[src/rtl/axil_led_timer_slave.sv]
// AXI4-Lite LED / period-timer responder with a W1C interrupt status.
// Macro AXIL_SLVERR_EN: when defined, addr[7:4]!=0 answers SLVERR.
//
// Ports:
//   io_systemClk, io_systemResetn : clock, synchronous active-low reset
//   axi_aw*/axi_w*/axi_b*         : AXI4-Lite write address/data/response
//   axi_ar*/axi_r*                : AXI4-Lite read address/data
//   led                           : LED bank drive
//   userInterruptA                : registered level interrupt
//
// Register map (addr[3:2]):
//   0x0 LED, 0x4 PERIOD, 0x8 CTRL{irq_en,blink,run}, 0xC STATUS{pending}
module axil_led_timer_slave #(
  parameter int unsigned ADDR_W     = 32,
  parameter int unsigned LED_W      = 8,
  parameter logic [31:0] PERIOD_RST = 32'd50_000_000
) (
  input  logic              io_systemClk,
  input  logic              io_systemResetn,
  input  logic              axi_awvalid,
  output logic              axi_awready,
  input  logic [ADDR_W-1:0] axi_awaddr,
  input  logic              axi_wvalid,
  output logic              axi_wready,
  input  logic [31:0]       axi_wdata,
  input  logic [3:0]        axi_wstrb,
  output logic              axi_bvalid,
  input  logic              axi_bready,
  output logic [1:0]        axi_bresp,
  input  logic              axi_arvalid,
  output logic              axi_arready,
  input  logic [ADDR_W-1:0] axi_araddr,
  output logic              axi_rvalid,
  input  logic              axi_rready,
  output logic [31:0]       axi_rdata,
  output logic [1:0]        axi_rresp,
  output logic [LED_W-1:0]  led,
  output logic              userInterruptA
);

  localparam logic [1:0] RESP_OK  = 2'b00;
  localparam logic [1:0] RESP_ERR = 2'b10;

  // Readies stay low until the first cycle after reset is released.
  logic en_q;

  logic       aw_held_q, aw_held_d;
  logic [5:0] aw_addr_q, aw_addr_d;
  logic       w_held_q, w_held_d;
  logic [31:0] w_data_q, w_data_d;
  logic [3:0] w_strb_q, w_strb_d;
  logic       bvalid_q, bvalid_d;
  logic [1:0] bresp_q, bresp_d;

  logic       rvalid_q, rvalid_d;
  logic [31:0] rdata_q, rdata_d;
  logic [1:0] rresp_q, rresp_d;

  logic [LED_W-1:0] led_q, led_d;
  logic [31:0] period_q, period_d;
  logic [2:0] ctrl_q, ctrl_d;
  logic       pend_q, pend_d;
  logic [31:0] cnt_q, cnt_d;
  logic       irq_q, irq_d;

  logic        aw_rdy, w_rdy, ar_rdy;
  logic        aw_fire, w_fire, ar_fire;
  logic [5:0]  wr_addr;
  logic [31:0] wr_data;
  logic [3:0]  wr_strb;
  logic        wr_go, wr_err, wr_en;
  logic [1:0]  wr_sel;
  logic [1:0]  rd_sel;
  logic        rd_err;
  logic [31:0] rd_val;
  logic        wrap;
  logic        unused_bits;

  assign aw_rdy  = en_q & ~aw_held_q & ~bvalid_q;
  assign w_rdy   = en_q & ~w_held_q & ~bvalid_q;
  assign ar_rdy  = en_q & ~rvalid_q;
  assign aw_fire = axi_awvalid & aw_rdy;
  assign w_fire  = axi_wvalid & w_rdy;
  assign ar_fire = axi_arvalid & ar_rdy;

  // A beat arriving this cycle counts as held, so AW+W together
  // commit on the very next edge.
  assign wr_addr = aw_held_q ? aw_addr_q : axi_awaddr[7:2];
  assign wr_data = w_held_q ? w_data_q : axi_wdata;
  assign wr_strb = w_held_q ? w_strb_q : axi_wstrb;
  assign wr_go   = (aw_held_q | aw_fire) & (w_held_q | w_fire);
  assign wr_sel  = wr_addr[1:0];
  assign rd_sel  = axi_araddr[3:2];

`ifdef AXIL_SLVERR_EN
  assign wr_err = |wr_addr[5:2];
  assign rd_err = |axi_araddr[7:4];
`else
  assign wr_err = 1'b0;
  assign rd_err = 1'b0;
`endif

  assign wr_en = wr_go & ~wr_err;

  assign unused_bits = ^{axi_awaddr, axi_araddr, wr_addr};

  // PERIOD of 0 or 1 wraps every cycle.
  assign wrap = ctrl_q[0] &
                ((period_q <= 32'd1) | (cnt_q == period_q - 32'd1));

  always_comb begin
    rd_val = '0;
    unique case (rd_sel)
      2'd0: rd_val[LED_W-1:0] = led_q;
      2'd1: rd_val = period_q;
      2'd2: rd_val[2:0] = ctrl_q;
      2'd3: rd_val[0] = pend_q;
    endcase
  end

  always_comb begin
    aw_held_d = aw_held_q;
    aw_addr_d = aw_addr_q;
    w_held_d  = w_held_q;
    w_data_d  = w_data_q;
    w_strb_d  = w_strb_q;
    bvalid_d  = bvalid_q;
    bresp_d   = bresp_q;
    if (wr_go) begin
      aw_held_d = 1'b0;
      w_held_d  = 1'b0;
      bvalid_d  = 1'b1;
      bresp_d   = wr_err ? RESP_ERR : RESP_OK;
    end else begin
      if (aw_fire) begin
        aw_held_d = 1'b1;
        aw_addr_d = axi_awaddr[7:2];
      end
      if (w_fire) begin
        w_held_d = 1'b1;
        w_data_d = axi_wdata;
        w_strb_d = axi_wstrb;
      end
      if (bvalid_q && axi_bready) bvalid_d = 1'b0;
    end
  end

  // Read data comes from the pre-edge register values.
  always_comb begin
    rvalid_d = rvalid_q;
    rdata_d  = rdata_q;
    rresp_d  = rresp_q;
    if (ar_fire) begin
      rvalid_d = 1'b1;
      rdata_d  = rd_err ? 32'd0 : rd_val;
      rresp_d  = rd_err ? RESP_ERR : RESP_OK;
    end else if (rvalid_q && axi_rready) begin
      rvalid_d = 1'b0;
    end
  end

  // Timer effects first, bus writes after, so written
  // LED bytes beat a blink toggle and a wrap beats a W1C.
  always_comb begin
    led_d    = led_q;
    period_d = period_q;
    ctrl_d   = ctrl_q;
    pend_d   = pend_q;
    cnt_d    = cnt_q;
    if (ctrl_q[0]) cnt_d = wrap ? 32'd0 : cnt_q + 32'd1;
    if (wrap && ctrl_q[1]) led_d = ~led_q;
    if (wr_en) begin
      unique case (wr_sel)
        2'd0: begin
          for (int i = 0; i < LED_W; i++) begin
            if (wr_strb[i[4:3]]) led_d[i] = wr_data[i];
          end
        end
        2'd1: begin
          for (int b = 0; b < 4; b++) begin
            if (wr_strb[b[1:0]]) period_d[8*b +: 8] = wr_data[8*b +: 8];
          end
          cnt_d = 32'd0;
        end
        2'd2: begin
          if (wr_strb[0]) ctrl_d = wr_data[2:0];
        end
        2'd3: begin
          if (wr_strb[0] && wr_data[0]) pend_d = 1'b0;
        end
      endcase
    end
    if (wrap) pend_d = 1'b1;
  end

  assign irq_d = pend_q & ctrl_q[2];

  always_ff @(posedge io_systemClk) begin
    if (!io_systemResetn) begin
      en_q      <= 1'b0;
      aw_held_q <= 1'b0;
      aw_addr_q <= '0;
      w_held_q  <= 1'b0;
      w_data_q  <= '0;
      w_strb_q  <= '0;
      bvalid_q  <= 1'b0;
      bresp_q   <= RESP_OK;
      rvalid_q  <= 1'b0;
      rdata_q   <= '0;
      rresp_q   <= RESP_OK;
      led_q     <= '0;
      period_q  <= PERIOD_RST;
      ctrl_q    <= '0;
      pend_q    <= 1'b0;
      cnt_q     <= '0;
      irq_q     <= 1'b0;
    end else begin
      en_q      <= 1'b1;
      aw_held_q <= aw_held_d;
      aw_addr_q <= aw_addr_d;
      w_held_q  <= w_held_d;
      w_data_q  <= w_data_d;
      w_strb_q  <= w_strb_d;
      bvalid_q  <= bvalid_d;
      bresp_q   <= bresp_d;
      rvalid_q  <= rvalid_d;
      rdata_q   <= rdata_d;
      rresp_q   <= rresp_d;
      led_q     <= led_d;
      period_q  <= period_d;
      ctrl_q    <= ctrl_d;
      pend_q    <= pend_d;
      cnt_q     <= cnt_d;
      irq_q     <= irq_d;
    end
  end

  assign axi_awready    = aw_rdy;
  assign axi_wready     = w_rdy;
  assign axi_arready    = ar_rdy;
  assign axi_bvalid     = bvalid_q;
  assign axi_bresp      = bresp_q;
  assign axi_rvalid     = rvalid_q;
  assign axi_rdata      = rdata_q;
  assign axi_rresp      = rresp_q;
  assign led            = led_q;
  assign userInterruptA = irq_q;

endmodule

[config.mk]
export PLATFORM = sky130hd
export DESIGN_NAME = axil_led_timer_slave
export DESIGN_NICKNAME = d
export VERILOG_FILES = /design/src/rtl/axil_led_timer_slave.sv
export SDC_FILE = /design/constraint.sdc
export NUM_CORES = 1
export LEC_CHECK = 0
export CAP_MARGIN = 5
export CELL_PAD_IN_SITES_DETAIL_PLACEMENT = 2
export CELL_PAD_IN_SITES_GLOBAL_PLACEMENT = 2
export CORE_MARGIN = 4
export CORE_UTILIZATION = 25
export DETAILED_ROUTE_END_ITERATION = 7
export GPL_TIMING_DRIVEN = 0
export PLACE_DENSITY_LB_ADDON = 0.25
export SLEW_MARGIN = 0
export SYNTH_ARGS = -nofsm -noshare
export SYNTH_HDL_FRONTEND = slang
export SYNTH_SLANG_ARGS = --single-unit
[constraint.sdc]
create_clock -name io_systemClk -period 5.6 [get_ports io_systemClk]
set_input_delay 1.4 -clock io_systemClk [delete_from_list [all_inputs] [get_ports io_systemClk]]
set_output_delay 1.4 -clock io_systemClk [all_outputs]
set_load 0.02 [all_outputs]
**Word level (Yosys, flattened, before mapping)**

Index checks and enable logic that the tools add are counted.

- Flip-flop bits (word level): 152
- Input port bits: 107
- Output and inout port bits: 50
- Word-level logic and storage cells: 100

- $add $sub $neg: 2
- Magnitude comparators: 1
- Equal/unequal tests: 7
- Muxes and demuxes: 31
- Bitwise operators: 21
- Reduce and logical (&&, ||, !) cells: 20

Operators by type and width:

| cell | number |
|---|---|
| $mux 32 | 5 |
| $add 32x1->32 const B | 1 |
| $eq 32x32->1 | 1 |
| $le 32x1->1 const B | 1 |
| $sub 32x1->32 const B | 1 |
| $mux 24 | 1 |
| $mux 8 | 3 |
| $reduce_and 3->1 | 6 |
| $mux 1 | 17 |
| $and 1x1->1 | 11 |
| $pmux 5 s2 | 1 |
| $reduce_bool 2->1 | 5 |
| $eq 2x2->1 const B | 4 |
| $not 8->8 | 1 |
| $not 1->1 | 6 |
| $pmux 2 s3 | 1 |
| $eq 2x1->1 const B | 2 |
| $logic_and 1x1->1 | 4 |
| $logic_not 2->1 | 2 |
| $mux 4 | 1 |
| $pmux 1 s4 | 1 |
| $reduce_and 2->1 | 2 |
| $or 1x1->1 | 3 |
| $mux 2 | 1 |
| $reduce_or 2->1 | 1 |

**Logic depth before layout (Yosys ltp)**

Gate-level depths: netlist (run 1).

- Word-level depth: 9
- Mapped depth: 12
- Gate-level depth less buffers: 10

**Worst setup path after synthesis (run 1)**

Ideal clock, no wire load.

- Path kind: register -> register
- Start point: reg period_q[16]
- End point: reg led_q[5] (netlist: led[5])
- Library setup time: 78 ps
- Arrival: 3,257 ps
- Required time: 5,522 ps
- Path slack: 2,265 ps
- Cell stages (with the launch flop): 11
- Path buffers: 2
- Period minus slack after synthesis: 3,335 ps
- Cell sequence: dfxtp_1 > or4_4 > or4b_1 > buf_2 > or3_1 > a221o_1 > a2111oi_4 > nand4_2 > buf_6 > and4b_1 > nor3_1

- Cells in the longest elaborated chain, start to end: 9
- Elaborated cells between the ends (all ways): 10
- Classes of those cells: add/sub: 1; order compare: 1; eq/ne: 1; mux: 4; bitwise: 2; reduce/logical: 1

RTL lines:

| item | line | text |
|---|---|---|
| start: declaration | 60 | `logic [31:0] period_q, period_d;` |
| start signal: assignment | 230 | `period_q <= period_d;` |
| $sub 32x1->32 | 109 | `((period_q <= 32'd1) \| (cnt_q == period_q - 32'd1));` |
| $eq 32x32->1 | 109 |  |
| $or 1x1->1 (*) | 109 |  |
| $and 1x1->1 (*) | 108 | `assign wrap = ctrl_q[0] &` |
| $logic_and 1x1->1 (*) | 171 | `if (wrap && ctrl_q[1]) led_d = ~led_q;` |
| $mux 8 (*) | 171 |  |
| $mux 1 | 176 | `if (wr_strb[i[4:3]]) led_d[i] = wr_data[i];` |
| $mux 8 | 173 | `unique case (wr_sel)` |
| $mux 8 (*) | 172 | `if (wr_en) begin` |
| end signal: assignment | 229 | `led_q <= led_d;` |
| end: declaration | 59 | `logic [LED_W-1:0] led_q, led_d;` |

Every way passes the cells marked *; elsewhere a longest branch is shown, timed or not.
A chain may end at the register's enable or synchronous reset.

**Worst setup path after layout (run 1)**

- Start point: reg w_held_q
- End point: out axi_wready

- Cells in the longest elaborated chain, start to end: 3

RTL lines:

| item | line | text |
|---|---|---|
| start: declaration | 49 | `logic w_held_q, w_held_d;` |
| start signal: assignment | 221 | `w_held_q <= w_held_d;` |
| $not 1->1 | 80 | `assign w_rdy = en_q & ~w_held_q & ~bvalid_q;` |
| $and 1x1->1 (2 in a row) | 80 |  |
| end: declaration | 24 | `output logic axi_wready,` |

Every way passes these cells.

==> results by group, run 1 <==
Die
  – Row cnt: 63
  – Starting density of the core: around 25%
  – Core area: 29640 µm²
  – Die Height: 181.3 µm
  – Top-Level Pins: between 150 and 200
  – Die X-Extent: between 150 and 200 µm
  – DIE AREA: around 33000 µm²

Timing
  – Worst Tran Pin Value: 1294 ps
  – RSZ-0062 raised after global routing: false
  – Sum Neg Setup Slack: 0 ps
  – Final Hold Violating Endpoints: 0
  – FMAX: ~210 MHz
  – Tmin final: 4721 ps
  – Setup Viol. Count Final: 0
  – Fin crit share: between 80% and 90%
  – Fin Clk Skew: roughly 17 ps
  – Max Slew Vio Count: 0
  – Slew Limit Headroom: a little over an eighth

Power and ir drop
  – P_leak: ~3.2 nW
  – Pwr Density: ~280 nW/µm²
  – Maximum vdd drop: around 0.00019 V

Routing
  – WL/cell: 19.12 µm
  – Vias per cell: 4.860
  – Starting DRC count in detailed routing: around 350
  – Via count: roughly 7000
  – Routed Antenna Nets: 0
  – Drt first pass iters: 4
  – Remaining DRCs: 0
  – Final WL: 27400 µm

Global route
  – First-pass GRT wire length: approximately 43000 µm
  – Pin count of the biggest net entering global routing: 17
  – Met2 usage: roughly 28%
  – Busiest grt layer: met2
  – GRT met1 Usage: 22.99%
  – GRT Total Usage: approximately 17%
  – Congestion Overflow GR: 0
  – Number of global-route vias before repair: between 7000 and 8000
  – GR Util met3: under 10%
  – Initial antenna violation count: 0

Worst setup path
  – Crit Path Class: register to output pin
  – Crit-path max FO: 10
  – Crit path DAT: approximately 3300 ps
  – Crit-path cells: buf_1 -> buf_1 -> buf_1 -> nor2_1 -> clkdlybuf4s50_1
  – Slowest cell on crit path: buf_1
  – CP required: ~4200 ps
  – Critical path's most frequent cell: buf_1
  – Crit path largest cell delay: approximately 620 ps
  – Worst setup EP type: output pin
  – Startpoint types: register

Clock network
  – CTS tree: done
  – Root buffer cell: clkbuf_16
  – Gates resized, CTS repair: 0
  – Clock insertion delay at the later pin of the skew report: 440 ps
  – Num Clock Sinks: about 150
  – Inserted Clock Buffers: 17
  – Cts hold-fix bufs: 0
  – H-tree levels: 4
  – Clock tree buffer depth: 2
  – Clock transition at path regs: roughly 80 ps
  – Setup Fix Bufs, Post-CTS: 0

Placed design
  – Dpl cells: about 1400
  – Hpwl dp: ~21000 µm
  – GP Congestion: 0.8024
  – PortBufs: 90

Yosys
  – Fraction of the yosys area taken by sequential cells: about two fifths
  – Avg Inst Size Synth: roughly 8.2 µm²
  – Main synth FF type: dfxtp_1
  – Synth warn: 0
  – FF+latch count, synth: 152
  – Ys async rst share: 0%
  – Mapped cell area: between 7000 and 8000 µm²
  – Post-synth cell types: 62
  – Synthesized instance count: 918
  – Number of synthesized flops with an enable pin: 0

Final layout
  – Multi-input logic area: roughly 4200 µm²
  – Fin cells: approximately 1400
  – Register area: slightly above 3000 µm²
  – Most common cell after layout, fill and taps aside: dfxtp_1
  – Area Overhead vs Synth: 27.00%
  – # diodes: 0
  – Layout cell share with drive strength beyond 1: approximately 6%
  – Most frequent cells in the layout: dfxtp_1 (152), nand2_1 (144), nor2_1 (98)
  – Fillers: 3460
  – Layout net count: roughly 1100

Run
  – Max-cap violations: 0

Worst hold path
  – Min-Delay Path Class: register to register

Run status
  – Status: finished clean
## sequential cells by signal (all words and copies together) (netlist names)
| register | count |
|---|---|
| en_q | 1 |
| cnt_q | 32 |
| period_q | 32 |
| pend_q | 1 |
| axi_rdata | 32 |
| w_strb_q | 4 |
| aw_addr_q | 2 |
| led | 8 |
| axi_bvalid | 1 |
| w_data_q | 32 |
| userInterruptA | 1 |
| ctrl_q | 3 |
| axi_rvalid | 1 |
| aw_held_q | 1 |
| w_held_q | 1 |
## metrics by stage
step                      hold WS [ps]  setup WS, ps  cell area, µm²  util, %  power [mW]
final                            458.2         878.8            9540    32.19       2.638
after global routing             484.7         606.1            9540    32.19       2.745
after CTS                        461.6         758.2            9540    32.19       2.677
after detailed placement         448.4          1240            8912    30.07       1.388
after global placement           439.4          1212            8912    30.07       1.383
after floorplan                  431.2          2265            7523        -       1.272
## cell families (layout without fill, tap and decap cells)
family	after synthesis	count (layout)	synth area share, %
and+or+nand+nor	399	399	25.85
AOI/OAI and AO/OA	158	158	12.59
DFF	152	152	40.51
buffers and inverters	76	198	4.164
xor gates and xnor gates	71	71	8.278
muxes	58	58	8.061
adders and majority gates	3	3	0.4997
other	1	4	0.04992
## metal layers
| layer | vias up | share of wire (%) | wire length [µm] |
|---|---|---|---|
| li1 | 3402 | - | - |
| met1 | 3476 | 50 | 13810 |
| met2 | 69 | 47 | 12910 |
| met3 | 17 | 1.4 | 379 |
| met4 | 0 | 1.1 | 298 |
| met5 | - | 0 | 0 |
## final timing paths
path	from	to	depth (start not counted)	slack [ps]
setup / recovery	w_held_q	axi_wready	5	880
hold / removal	axi_rdata[27]	axi_rdata[27]	2	460
setup reg to reg	period_q[0]	cnt_q[30]	12	1430
hold reg to reg	axi_rdata[27]	axi_rdata[27]	2	460
## synthesized netlist by cell type (all sizes together) (2+ instances only)
master | count | area (µm²)
and3b | 2 | 17.52
or2 | 2 | 12.51
ha | 3 | 37.54
nand4b | 2 | 17.52
mux2i | 47 | 470.5
nand3b | 8 | 60.06
buf | 19 | 98.85
nor4 | 11 | 75.07
dfxtp | 152 | 3043
nand4 | 13 | 87.58
nor3 | 21 | 105.1
and2 | 3 | 18.77
o22ai | 2 | 12.51
nor2b | 8 | 50.05
and4 | 5 | 43.79
mux2 | 10 | 112.6
a21oi | 85 | 425.4
or4 | 5 | 41.29
a21boi | 3 | 22.52
a211oi | 19 | 142.6
a221oi | 2 | 17.52
xnor2 | 40 | 350.3
nand3 | 36 | 180.2
o21ai | 26 | 130.1
nor4b | 2 | 23.77
xor2 | 31 | 271.5
or3b | 2 | 17.52
o211ai | 3 | 22.52
or3 | 3 | 18.77
or4b | 4 | 40.04
nor2 | 98 | 367.9
and3 | 13 | 81.33
nand2b | 6 | 37.54
inv | 9 | 33.78
nand2 | 144 | 540.5
and4b | 9 | 90.09
o211a | 2 | 20.02
clkbuf | 48 | 180.2
a31oi | 5 | 31.28
## worst max-delay path, delay by kind of cell (launching register included)
kind	cells	cell delay, ps
buffers and inverters	4	2320
DFF	1	390
and+or+nand+nor	1	160
## report_power, final
group	switching [mW]	internal, mW
Sequential	0.0166	1.10
Combinational	0.145	0.0985
Clock	0.553	0.725
## area by class of cell
class                           count  area share [%]
Buffer                             67           2.925
Clock buffer                       17           4.459
Clock inverter                     15           2.125
Inverter                            9          0.3541
Multi-Input combinational cell    693           43.69
Sequential cell                   152           31.90
Tap cell                          390           5.115
Timing Repair Buffer               90           9.443
Note: power is estimated with default switching activity, not from simulation.
==> inputs of run 2 (changes only) <==
Clock period 5.6 ns to 4 ns, I/O delays scaled along.
==> run 2 against run 1 <==
Compared with the run above:
- sequential share of layout area fell by 0.17 points
- via count rose by 0.16%
- die area did not move
- critical path type is now register to register
- final cell count rose by 0.28%
- first-iteration DRC count fell by 3.2%
- flip-flop and latch count did not move
- sequential power rose by 39%
- combinational power rose by 41%
- count of clock-buffer cells in the layout did not move
- wire length rose by 0.50%
- non-clock buffer count rose by 4
==> results by group, run 2 (synthesis gave the netlist of run 1 again) <==
Run status
  – Status: finished clean

Clock network
  – Clock tree buffer depth: 2 (unchanged)
  – Clock transition at path regs: 80 ps (about the same)
  – CTS tree: done
  – Num Clock Sinks: 152 (unchanged)
  – Cts hold-fix bufs: 0 (unchanged)
  – H-tree levels: 4 (unchanged)
  – Root buffer cell: clkbuf_16
  – Clock insertion delay at the later pin of the skew report: 440 ps (about the same)
  – Inserted Clock Buffers: 17 (unchanged)

Timing
  – Fin crit share: between 90% and 100%
  – Setup Viol. Count Final: 0 (unchanged)
  – Worst Tran Pin Value: 1080 ps (-213.5 ps)
  – Tmin final: about 3800 ps
  – Max Slew Vio Count: 0 (unchanged)
  – Slew Limit Headroom: 27.33% (+14 points)
  – Final Hold Violating Endpoints: 0 (unchanged)
  – Fin Clk Skew: 17.41 ps (+0.7082 ps)
  – FMAX: 261.1 MHz
  – Sum Neg Setup Slack: 0 ps (unchanged)
  – Final worst-path setup slack: 169.6 ps (-709.2 ps)
  – Final hold slack: 457.3 ps (-0.8140 ps)

Worst setup path
  – Startpoint types: register
  – Worst setup EP type: register
  – Crit-path max FO: 10 (unchanged)
  – Crit Path Class: register to register
  – Crit path DAT: 4180 ps (+860 ps)
  – CP required: 4350 ps (+150 ps)

Placed design
  – Place WS: -143.4 ps (-1383 ps)
  – Hpwl dp: 21030 µm (unchanged)
  – DP Area: 8912 µm² (unchanged)
  – GP Congestion: 0.8024 (unchanged)
  – PortBufs: 90 (unchanged)
  – Dpl cells: 1401 (unchanged)

Global route
  – Number of global-route vias before repair: 7446 (+0.39%)
  – Pin count of the biggest net entering global routing: 17 (unchanged)
  – Initial antenna violation count: 0 (unchanged)
  – Congestion Overflow GR: 0 (unchanged)
  – GRT Total Usage: 16.54% (+0.029 points)
  – First-pass GRT wire length: 43350 µm (+0.16%)

Power and ir drop
  – P_leak: 3.228 nW (+1.0%)
  – Maximum vdd drop: 0.0002721 V (+41%)
  – Pwr Density: 386.1 nW/µm² (+40%)

Final layout
  – # diodes: 0 (unchanged)
  – Area Overhead vs Synth: 27.70%
  – Most common cell after layout, fill and taps aside: dfxtp_1
  – Layout cell share with drive strength beyond 1: 6.972% (+0.84 points)
  – Fin cells: 1437 (+0.28%)
  – Layout net count: 1144 (+0.35%)
  – Post-route design area: 9593 µm² (+0.55%)
  – Most frequent cells in the layout: dfxtp_1 (152), nand2_1 (144), nor2_1 (98)

Die
  – Core area: 29640 µm² (unchanged)
  – DIE AREA: 32890 µm² (unchanged)
  – Row cnt: 63 (unchanged)
  – Top-Level Pins: 157 (unchanged)
  – Die X-Extent: 181.3 µm (unchanged)
  – Starting density of the core: 25.35% (unchanged)
  – Die Height: 181.3 µm (unchanged)

Routing
  – Via count: 6975 (+0.16%)
  – Vias per cell: 4.854 (-0.12%)
  – WL/cell: 19.16 µm (+0.22%)
  – Final WL: 27540 µm (+0.50%)
  – Remaining DRCs: 0 (unchanged)
  – Drt first pass iters: 4 (unchanged)
  – Starting DRC count in detailed routing: 338 (-3.2%)
  – Routed Antenna Nets: 0 (unchanged)

Run
  – Max-cap violations: 0 (unchanged)

Worst hold path
  – Min-Delay Path Class: register to register
run 2: cell types whose count changed in the layout (fill, tap and decap cells not counted), sizes merged:
cell,previous run,this run
clkbuf,65,69
run 2: repair_timing:
action,4_1_cts,5_1_grt
buffers inserted,3,1
gates resized for setup,4,4
setup endpoints to repair,33,33
pin swaps,1,3
run 2: worst paths after layout:
kind / startpoint / to / cells past startpoint / slack (ps)
min: axi_rdata[27] / axi_rdata[27] / 2 / 460
max: period_q[16] / led[5] / 10 / 170
min reg2reg: axi_rdata[27] / axi_rdata[27] / 2 / 460
max reg2reg: period_q[16] / led[5] / 10 / 170
run 2: worst max-delay path, cell delays in order, from the launching register on:
cell	delay, ps
dfxtp_1	410
or4_4	600
or4b_1	500
buf_2	180
or3_1	370
a221o_1	370
a2111oi_4	400
nand4_2	300
buf_6	250
and4b_1	180
nor3_1	170
run 2: through the flow:
step | util (%) | power (mW)
finish | 32.37 | 3.704
global route | 32.37 | 3.845
CTS | 32.31 | 3.749
detailed placement | 30.07 | 1.943
global placement | 30.07 | 1.937
floorplan | - | 1.781
run 2: power by group:
part,total (mW),switching [mW],internal (mW)
sequential,1.56,0.0231,1.54
combinational,0.343,0.203,0.140
clock,1.80,0.782,1.01
total,3.70,1.01,2.69
run 2: area by class of cell:
cell class,count,area (µm²)
Inverter,9,33.78
Multi-Input combinational cell,693,4179
Clock inverter,15,202.7
Timing Repair Buffer,94,930.9
Sequential cell,152,3043
Tap cell,390,488.0
Fill cell,3447,20050
Buffer,67,290.3
Clock buffer,17,425.4
run 2: metal layers:
layer | vias up | share of wire, % | track usage [%]
met1 | 3477 | 50 | 22.98
met5 | - | 0 | 0
li1 | 3409 | - | -
met3 | 17 | 1.6 | 1.530
met2 | 72 | 47 | 27.78
met4 | 0 | 1.2 | 3.963
==> inputs of run 3 (changes only) <==
Settings changed: CORE_ASPECT_RATIO set to 1.1, CORE_MARGIN 4 to 1, SLEW_MARGIN 0 to unset.
==> run 3 against run 2 <==
Compared with the run above:
- via count shrank 0.99%
- final cell count shrank 1.3%
- utilization shrank 0.053 points
- combinational power shrank 1%
- clock power shrank 8%
- critical endpoint is now cnt_q[13]
- largest cell class unchanged
- highest routed layer unchanged
==> results by group, run 3 (synthesis gave the netlist of run 1 again) <==
Routing
  – Final WL: 26720 µm (-3.0%)
  – Remaining DRCs: 0 (unchanged)
  – Vias per cell: 4.867 (+0.27%)
  – Via count: 6906 (-0.99%)
  – Routed Antenna Nets: 0 (unchanged)
  – WL/cell: 18.83 µm (-1.7%)
  – Starting DRC count in detailed routing: 251 (-26%)
  – Drt first pass iters: 4 (unchanged)

Clock network
  – Root buffer cell: clkbuf_16
  – Num Clock Sinks: 152 (unchanged)
  – Clock insertion delay at the later pin of the skew report: 430 ps (about the same)
  – CTS tree: done
  – Inserted Clock Buffers: 17 (unchanged)
  – Clock transition at path regs: 70 ps (about the same)
  – H-tree levels: 4 (unchanged)
  – Clock tree buffer depth: 2 (unchanged)

Run status
  – Status: finished clean

Worst setup path
  – Critical path's most frequent cell: buf_2
  – CP required: 4320 ps (-30 ps)
  – Worst setup EP type: register
  – Crit-path cells: or4_4 -> or4b_1 -> buf_2 -> or3_1 -> a221o_1 -> a2111oi_4 -> nand4_1 -> nand4b_1 -> buf_4 -> buf_2 -> nor2_1
  – Slowest cell on crit path: or4_4
  – FF-to-FF path depth: 11 (+1)
  – Crit path DAT: 4180 ps (about the same)
  – Startpoint types: register
  – Crit path largest cell delay: 590 ps (about the same)
  – Crit Path Class: register to register
  – Crit-path max FO: 10 (unchanged)

Placed design
  – Dpl cells: 1385 (-1.1%)
  – Hpwl dp: 20500 µm (-2.5%)
  – PortBufs: 90 (unchanged)
  – GP Congestion: 0.7655 (-4.6%)

Global route
  – Met2 usage: 31.50% (+3.7 points)
  – GRT met1 Usage: 23.40% (+0.42 points)
  – Initial antenna violation count: 0 (unchanged)
  – Busiest grt layer: met2
  – Number of global-route vias before repair: 7545 (+1.3%)
  – Pin count of the biggest net entering global routing: 20 (+3)
  – GR Util met3: 2.885% (+1.4 points)
  – GRT Total Usage: 18.24% (+1.7 points)
  – First-pass GRT wire length: 42910 µm (-1.0%)
  – Congestion Overflow GR: 0 (unchanged)

Final layout
  – Finished Core Util: 32.31% (-0.053 points)
  – Most frequent cells in the layout: dfxtp_1 (152), nand2_1 (144), nor2_1 (98)
  – # diodes: 0 (unchanged)
  – Layout net count: 1143 (-0.087%)
  – Layout cell share with drive strength beyond 1: 6.794% (-0.18 points)
  – Area Overhead vs Synth: 27.17%
  – Most common cell after layout, fill and taps aside: dfxtp_1
  – Fin cells: 1419 (-1.3%)

Die
  – Starting density of the core: 25.41% (+0.064 points)
  – Core area: 29560 µm² (-0.25%)
  – DIE AREA: 30750 µm² (-6.5%)
  – Die Height: 183.8 µm (+1.4%)
  – Top-Level Pins: 157 (unchanged)
  – Row cnt: 66 (+4.8%)
  – Die X-Extent: 167.3 µm (-7.8%)

Timing
  – Fin crit share: 96.48% (+0.72 points)
  – FMAX: 259.1 MHz (-0.75%)
  – Slew Limit Headroom: 25.96% (-1.4 points)
  – Tmin final: 3859 ps (+28.74 ps)
  – RSZ-0062 raised after global routing: false
  – Setup Viol. Count Final: 0 (unchanged)
  – Final Hold Violating Endpoints: 0 (unchanged)
  – Max Slew Vio Count: 0 (unchanged)
  – Fin Clk Skew: 8.908 ps (-8.500 ps)
  – Worst Tran Pin Value: 1100 ps (+20.34 ps)

Power and ir drop
  – Clk pwr share: 46.5% (-2.0 points)
  – Int Power: 2.649 mW (-1.7%)
  – Tot Pwr: 3.558 mW (-3.9%)
  – Combinational share of power: 9.5% (+0.2 points)
  – Pwr Density: 372.5 nW/µm² (-3.5%)
  – P_sw: 909.4 µW (-9.9%)
  – Maximum vdd drop: 0.0001885 V (-31%)
  – Sequential share of power: 44.0% (+1.8 points)
  – P_leak: 3.204 nW (-0.73%)
  – Switching Share: 25.56% (-1.7 points)

Worst hold path
  – Min-Delay Path Class: register to register
  – Worst hold stages: 2 (unchanged)

Run
  – Max-cap violations: 0 (unchanged)
-- run 3: power by group through the flow --
stage	logic (mW)	clock network (mW)	registers (mW)
CTS	0.345	1.71	1.56
global placement	0.340	0	1.60
floorplan	0.181	0	1.60
global route	0.373	1.77	1.57
detailed placement	0.343	0	1.60
finish	0.339	1.66	1.56
-- run 3: critical path, delay by kind of cell, from the launching register on --
family / cells / cell delay, ps
flops: 1 / 380
simple gates: 6 / 1940
compound gates: 2 / 820
buf+inv: 3 / 610
-- run 3: worst paths after layout --
kind / from / endpoint / slack (ps)
worst max-delay path: period_q[16] / cnt_q[13] / 140
worst min-delay path: axi_rdata[27] / axi_rdata[27] / 460
worst max register to register: period_q[16] / cnt_q[13] / 140
worst min register to register: axi_rdata[27] / axi_rdata[27] / 460
-- run 3: repair_timing --
item | CTS | global route
gates cloned | 0 | 0
endpoints found under the setup margin | 38 | 35
resized for setup | 4 | 4
buffers inserted | 3 | 1
pin swaps | 1 | 3
hold buffers | 0 | 0
-- run 3: layout make-up --
cell class                 count  area [µm²]
buffer                        66       279.0
clock buffer                  21       470.5
clock inverter                10       120.1
fill                        3408       20010
inverter                       9       33.78
multi-input combinational    693        4208
sequential                   152        3043
tap                          374       467.9
timing repair buffer          94       930.9
-- run 3: through the flow --
stage	setup TNS [ps]	hold slack [ps]	area, µm²	setup WS, ps
after floorplan	0	431.2	7523	665.1
after global placement	-3218	440.3	8892	-121.1
after detailed placement	-5461	450.5	8892	-196.4
after CTS	0	459.8	9520	22.05
after global routing	0	475.0	9553	14.72
final	0	455.9	9553	140.9
-- run 3: layer usage --
| metal | share of wire [%] | wire length, µm | vias up |
|---|---|---|---|
| met5 | 0 | 0 | - |
| met4 | 1.5 | 405 | 0 |
| met3 | 2.6 | 702 | 22 |
| met2 | 49 | 13010 | 91 |
| met1 | 47 | 12600 | 3382 |
| li1 | - | - | 3411 |
